==> config.mk <==
export PLATFORM = sky130hd
export DESIGN_NAME = hazard_scoreboard_flat
export DESIGN_NICKNAME = d
export VERILOG_FILES = /design/src/rtl/hazard_scoreboard_if.sv /design/src/rtl/hazard_scoreboard.sv /design/src/flat_wrapper.sv
export SDC_FILE = /design/constraint.sdc
export NUM_CORES = 1
export LEC_CHECK = 0
export ABC_AREA = 1
export BUFFER_PORTS_ARGS = -buffer_cell sky130_fd_sc_hd__buf_4
export CAP_MARGIN = 25
export CORE_MARGIN = 4
export CORE_UTILIZATION = 57
export DETAILED_ROUTE_END_ITERATION = 16
export GPL_ROUTABILITY_DRIVEN = 1
export GPL_TIMING_DRIVEN = 0
export HOLD_SLACK_MARGIN = 0.12
export PLACE_DENSITY = 0.82
export SLEW_MARGIN = 15
export SYNTH_ARGS = -nofsm -noshare
export SYNTH_HDL_FRONTEND = slang
export SYNTH_SLANG_ARGS = --single-unit
export TNS_END_PERCENT = 30
==> constraint.sdc <==
create_clock -name clk -period 2.04 [get_ports clk]
set_clock_uncertainty 0.1 [all_clocks]
set_input_delay 0.204 -clock clk [delete_from_list [all_inputs] [get_ports clk]]
set_output_delay 0.204 -clock clk [all_outputs]
set_load 0.05 [all_outputs]
==> src/rtl/hazard_scoreboard_if.sv <==
// D-stage hazard interface: the decoder presents source/destination
// information, the scoreboard answers with stall, forward selects and
// the mult/div busy flag.
interface hazard_scoreboard_if #(
  parameter int NSTAGE = 3,
  parameter int TW     = 2,
  parameter int AW     = 5
) ();
  localparam int FSW = $clog2(NSTAGE + 1);

  logic [AW-1:0]  d_rs;
  logic [AW-1:0]  d_rt;
  logic [TW-1:0]  d_tuse_rs;
  logic [TW-1:0]  d_tuse_rt;
  logic           d_we;
  logic [AW-1:0]  d_waddr;
  logic [TW-1:0]  d_tnew;
  logic           d_md_start;
  logic           d_md_kind;
  logic           d_md_use;
  logic           stall;
  logic [FSW-1:0] fwd_sel_rs;
  logic [FSW-1:0] fwd_sel_rt;
  logic           md_busy;

  modport master (
    output d_rs, d_rt, d_tuse_rs, d_tuse_rt, d_we, d_waddr, d_tnew,
           d_md_start, d_md_kind, d_md_use,
    input  stall, fwd_sel_rs, fwd_sel_rt, md_busy
  );

  modport slave (
    input  d_rs, d_rt, d_tuse_rs, d_tuse_rt, d_we, d_waddr, d_tnew,
           d_md_start, d_md_kind, d_md_use,
    output stall, fwd_sel_rs, fwd_sel_rt, md_busy
  );
endinterface

==> src/rtl/hazard_scoreboard.sv <==
// Stall/forward scoreboard for the in-order pipeline. Keeps one
// {valid, waddr, tnew} record per post-decode stage, ages tnew every cycle
// and compares the youngest matching record against the D-stage tuse.
// A down-counter models the multi-cycle mult/div unit for HI/LO interlock.
module hazard_scoreboard #(
  parameter int NSTAGE   = 3,
  parameter int TW       = 2,
  parameter int AW       = 5,
  parameter int MULT_LAT = 5,
  parameter int DIV_LAT  = 10
) (
  input  logic               clk,
  input  logic               reset_n,
  hazard_scoreboard_if.slave hz
);
  localparam int FSW    = $clog2(NSTAGE + 1);
  localparam int MD_MAX = (DIV_LAT > MULT_LAT) ? DIV_LAT : MULT_LAT;
  localparam int CW     = $clog2(MD_MAX + 1);
  localparam logic [TW-1:0] TUSE_NONE = '1;

  logic [NSTAGE-1:0] ent_valid;
  logic [AW-1:0]     ent_waddr [NSTAGE];
  logic [TW-1:0]     ent_tnew  [NSTAGE];

  logic [CW-1:0]     md_cnt;
  logic              md_busy;
  logic              stall;

  logic              hit_rs, haz_rs, hit_rt, haz_rt;
  logic [FSW-1:0]    sel_rs, sel_rt;
  logic              rs_used, rt_used;

  assign rs_used = (hz.d_tuse_rs != TUSE_NONE);
  assign rt_used = (hz.d_tuse_rt != TUSE_NONE);

  // Shift the stage records down the pipe; a stalled D inserts a bubble.
  always_ff @(posedge clk or negedge reset_n) begin
    if (!reset_n) begin
      for (int i = 0; i < NSTAGE; i++) begin
        ent_valid[i] <= 1'b0;
        ent_waddr[i] <= '0;
        ent_tnew[i]  <= '0;
      end
    end else begin
      ent_valid[0] <= !stall && hz.d_we && (hz.d_waddr != '0);
      ent_waddr[0] <= stall ? '0 : hz.d_waddr;
      ent_tnew[0]  <= stall ? '0 : hz.d_tnew;
      for (int i = 1; i < NSTAGE; i++) begin
        ent_valid[i] <= ent_valid[i-1];
        ent_waddr[i] <= ent_waddr[i-1];
        // tnew saturates so a forwardable result stays forwardable
        ent_tnew[i]  <= (ent_tnew[i-1] == '0) ? '0 : ent_tnew[i-1] - TW'(1);
      end
    end
  end

  // Youngest matching record for rs decides both stall and forward.
  always_comb begin
    hit_rs = 1'b0;
    haz_rs = 1'b0;
    sel_rs = '0;
    for (int k = 0; k < NSTAGE; k++) begin
      if (!hit_rs && ent_valid[k] && (ent_waddr[k] == hz.d_rs) && (hz.d_rs != '0)) begin
        hit_rs = 1'b1;
        if (rs_used) begin
          haz_rs = (ent_tnew[k] > hz.d_tuse_rs);
          if (ent_tnew[k] == '0) sel_rs = FSW'(k + 1);
        end
      end
    end
  end

  // Same lookup for rt.
  always_comb begin
    hit_rt = 1'b0;
    haz_rt = 1'b0;
    sel_rt = '0;
    for (int k = 0; k < NSTAGE; k++) begin
      if (!hit_rt && ent_valid[k] && (ent_waddr[k] == hz.d_rt) && (hz.d_rt != '0)) begin
        hit_rt = 1'b1;
        if (rt_used) begin
          haz_rt = (ent_tnew[k] > hz.d_tuse_rt);
          if (ent_tnew[k] == '0) sel_rt = FSW'(k + 1);
        end
      end
    end
  end

  // Mult/div occupancy: load on an accepted start, otherwise count down.
  always_ff @(posedge clk or negedge reset_n) begin
    if (!reset_n) begin
      md_cnt <= '0;
    end else if (!stall && hz.d_md_start) begin
      md_cnt <= hz.d_md_kind ? CW'(DIV_LAT) : CW'(MULT_LAT);
    end else if (md_cnt != '0) begin
      md_cnt <= md_cnt - CW'(1);
    end
  end

  assign md_busy = (md_cnt != '0);
  assign stall   = haz_rs || haz_rt || (hz.d_md_use && md_busy);

  assign hz.stall      = stall;
  assign hz.fwd_sel_rs = sel_rs;
  assign hz.fwd_sel_rt = sel_rt;
  assign hz.md_busy    = md_busy;
endmodule
==> src/flat_wrapper.sv <==
// flat-port wrapper written by rule: the top's interface ports become plain ports
module hazard_scoreboard_flat 
#(
  parameter int NSTAGE   = 3,
  parameter int TW       = 2,
  parameter int AW       = 5,
  parameter int MULT_LAT = 5,
  parameter int DIV_LAT  = 10
)
  (clk, reset_n, hz_d_rs, hz_d_rt, hz_d_tuse_rs, hz_d_tuse_rt, hz_d_we, hz_d_waddr, hz_d_tnew, hz_d_md_start, hz_d_md_kind, hz_d_md_use, hz_stall, hz_fwd_sel_rs, hz_fwd_sel_rt, hz_md_busy);
  hazard_scoreboard_if #(.NSTAGE(NSTAGE), .TW(TW), .AW(AW)) hz_i ();
  input  logic clk;
  input  logic reset_n;
  input wire logic [$bits(hz_i.d_rs)-1:0] hz_d_rs;
  input wire logic [$bits(hz_i.d_rt)-1:0] hz_d_rt;
  input wire logic [$bits(hz_i.d_tuse_rs)-1:0] hz_d_tuse_rs;
  input wire logic [$bits(hz_i.d_tuse_rt)-1:0] hz_d_tuse_rt;
  input wire logic [$bits(hz_i.d_we)-1:0] hz_d_we;
  input wire logic [$bits(hz_i.d_waddr)-1:0] hz_d_waddr;
  input wire logic [$bits(hz_i.d_tnew)-1:0] hz_d_tnew;
  input wire logic [$bits(hz_i.d_md_start)-1:0] hz_d_md_start;
  input wire logic [$bits(hz_i.d_md_kind)-1:0] hz_d_md_kind;
  input wire logic [$bits(hz_i.d_md_use)-1:0] hz_d_md_use;
  output wire logic [$bits(hz_i.stall)-1:0] hz_stall;
  output wire logic [$bits(hz_i.fwd_sel_rs)-1:0] hz_fwd_sel_rs;
  output wire logic [$bits(hz_i.fwd_sel_rt)-1:0] hz_fwd_sel_rt;
  output wire logic [$bits(hz_i.md_busy)-1:0] hz_md_busy;
  assign hz_i.d_rs = hz_d_rs;
  assign hz_i.d_rt = hz_d_rt;
  assign hz_i.d_tuse_rs = hz_d_tuse_rs;
  assign hz_i.d_tuse_rt = hz_d_tuse_rt;
  assign hz_i.d_we = hz_d_we;
  assign hz_i.d_waddr = hz_d_waddr;
  assign hz_i.d_tnew = hz_d_tnew;
  assign hz_i.d_md_start = hz_d_md_start;
  assign hz_i.d_md_kind = hz_d_md_kind;
  assign hz_i.d_md_use = hz_d_md_use;
  assign hz_stall = hz_i.stall;
  assign hz_fwd_sel_rs = hz_i.fwd_sel_rs;
  assign hz_fwd_sel_rt = hz_i.fwd_sel_rt;
  assign hz_md_busy = hz_i.md_busy;
  hazard_scoreboard #(.NSTAGE(NSTAGE), .TW(TW), .AW(AW), .MULT_LAT(MULT_LAT), .DIV_LAT(DIV_LAT)) u_core (.clk(clk), .reset_n(reset_n), .hz(hz_i));
endmodule
==> results.md <==
* CTS Buffer Depth at 2
* Worst setup margin at -0.317 ns
* DP Wirelength at 3.64 mm
* DRC Markers at 0
* Layout area overhead at 30.3%
* Fmax at 424 MHz
* Critical Path Sink Type: output pin
* YS warnings at 0
* Fill count at 250
* CTS clk-pin slew, worst paths at 0.16 ns
* Vias in the first global route at 2035
* CP Launch Type: flop
* Core area at 3420 um2
* Critical R2R Launch: u_core.ent_waddr[13]$_DFF_PN0_
* HP Class: input port to async pin
* Die Y at 68.2 um
* GRT overflow at 0
* Nets at 403
* Critical path arrival at 2.05 ns
* P_int at 0.00116 W
* Synthesized area per cell at 6.84 um2
* Fraction of layout instances using a drive strength above 1 at 0.241
* WL final at 5.27 mm
* CTS tree: built
* Violated checks: setup timing
* Max_cap viols at 0
* Pleak at 1.52 nW
* Setup_tns at -1.29 ns
* WHS at 0.194 ns
* First-pass GRT wire length at 8.64 mm
* Power Dens Cells at 693 nW/um2
* DRT Pass-1 Iters at 5
* Full die area at 4650 um2
* Hold Fails Final Rpt at 0
* Total power at 0.00187 W
* Slew headroom at 0.713
* Critical setup path kind: flop to output pin
* Syn nets at 343
* Commonest non-fill, non-tap cells in the layout: nand2_1, inv_1, buf_4, nor2_1, dfrtp_1
* Site Rows at 21
* Cell area after synthesis at 2060 um2
* Worst reg2reg path depth at 14
* Sequential power share at 0.388
* Switching Fraction at 0.375
* Initial antenna violation count at 0
* Via count at 2094
* Switch Pwr at 0.000700 W
* Die X at 68.2 um
* Latest clock arrival within the worst-skew pair at 0.33 ns
* Post-synthesis sequential area ratio at 0.339
* Synth Register Bits at 28
* ANT cells at 0
* Final Max Tran Viols at 0
* Post-route ant nets at 0
* H-tree levels at 1
* Peak VDD IR at 0.579 mV
* Slew @ Worst Pin at 0.427 ns
* Outcome: finished, violations left
* Starting Density at 0.604
* Yosys cell types at 26
* Post-route clock period utilization at 1.16
* Wire per inst at 12.9 um
* Largest net degree at the start of global routing at 29
* Clock Root Buffer: clkbuf_4
* Drt first-iter violations at 202
* Port Buffers at 32
* Clock share of power at 0.199
* Syn Inst Count at 302
* RSZ-0062 raised after global routing: yes
* Required @ worst endpoint at 1.74 ns
* Combinational Power Share at 0.413
* GR Util All Layers at 0.248
* Post-route minimum period at 2.36 ns
* I/O pin count at 33
* Critical-path maximum fanout at 4
* Clock sinks at 28
* Vias per cell at 5.14
* Most common cell after layout, fill and taps aside: nand2_1
* Setup Viol. Count Final at 6
* Total CTS buffers at 3
* Setup crit start: u_core.ent_waddr[13]$_DFF_PN0_
* Gpl congestion at 0.923
metal layers:
metal	wire, um	GRT usage	share of wire	vias to the layer above
met5	0	0	0	-
met1	2270	0.333	0.43	956
met2	2620	0.416	0.50	90
met4	70	0.0744	0.013	0
met3	307	0.0328	0.058	11
li1	-	-	-	1037
synthesized netlist by cell type, drive strengths merged:
cell type / number / area, um2
nand2: 101 / 402
inv: 65 / 244
nor2: 40 / 184
dfrtp: 28 / 701
a21oi: 15 / 82.6
ha: 14 / 175
nand3: 14 / 87.6
nand4: 9 / 62.6
o21ai: 4 / 20.0
xor2: 4 / 35.0
nor4: 2 / 12.5
a211oi: 1 / 7.51
a21boi: 1 / 7.51
nand3b: 1 / 20.0
o211ai: 1 / 7.51
o21a: 1 / 7.51
xnor2: 1 / 8.76
critical path: stages, from the launching register on:
cell	delay, ns
dfrtp_1	0.45
a21oi_1	0.18
nand2_1	0.09
nor2_2	0.16
nand2_2	0.12
buf_4	0.16
nand3_1	0.09
nand2_1	0.07
nand2_2	0.16
nand2_4	0.08
buf_8	0.15
area by class of cell:
class                           count  area, um2  area share
Inverter                           65        244      0.0907
Multi-Input combinational cell    209       1170       0.437
Sequential cell                    28        702       0.261
Timing Repair Buffer               55        459       0.171
Tap cell                           46       57.6      0.0214
Clock inverter                      1       30.0      0.0112
Clock buffer                        3       22.5     0.00837
registers in the layout, summed over array words and instances (netlist names):
name and flops:
u_core.md_cnt 4, u_core.ent_tnew 6, u_core.ent_waddr 15, u_core.ent_valid 3
cell families (layout without fill, tap and decap cells):
logic type | Yosys count | after routing | synth area share
AOI/OAI and AO/OA | 23 | 23 | 0.0642
xor gates and xnor gates | 5 | 5 | 0.0212
adders and majority gates | 14 | 14 | 0.0848
buffers and inverters | 65 | 124 | 0.118
DFF | 28 | 28 | 0.339
and+or+nand+nor | 167 | 167 | 0.372
what timing repair did:
action | in CTS | in global routing
pin swaps | 3 | 4
endpoints found under the setup margin | 5 | 10
hold buffers | 11 | 0
endpoints found under the hold margin | 39 | 0
gates cloned | 0 | 0
setup buffers | 9 | 3
resized for setup | 11 | 8
path summary, 6_finish.rpt:
check                           slack (ns)                       endpoint
worst min register to register        0.29  u_core.ent_valid[1]$_DFF_PN0_
worst max-delay path                 -0.32                       hz_stall
worst max register to register       -0.01   u_core.md_cnt[1]$_DFFE_PN0P_
min in group clk                      0.29  u_core.ent_valid[1]$_DFF_PN0_
worst min-delay path                  0.19  u_core.ent_waddr[6]$_DFF_PN0_
max in group asynchronous             1.35   u_core.ent_tnew[5]$_DFF_PN0_
per-stage QoR:
stage               instances  setup WS, ns  utilization  instance area, um2
finish                    407        -0.317        0.788                2690
detailed placement        380       -0.0654        0.693                2370
global route              407        -0.465        0.788                2690
CTS                       404        -0.236        0.773                2640
global placement          380       -0.0482        0.693                2370
floorplan                 302        0.0254            -                2070
power groups by stage:
| stage | sequential, W | combinational [W] | clock (W) |
|---|---|---|---|
| after floorplan | 0.000714 | 0.000474 | 0 |
| after global placement | 0.000731 | 0.000625 | 0 |
| after detailed placement | 0.000733 | 0.000643 | 0 |
| after CTS | 0.000716 | 0.000727 | 0.000381 |
| after global routing | 0.000738 | 0.000867 | 0.000403 |
| final | 0.000724 | 0.000771 | 0.000371 |
Note: power is estimated with default switching activity, not from simulation.
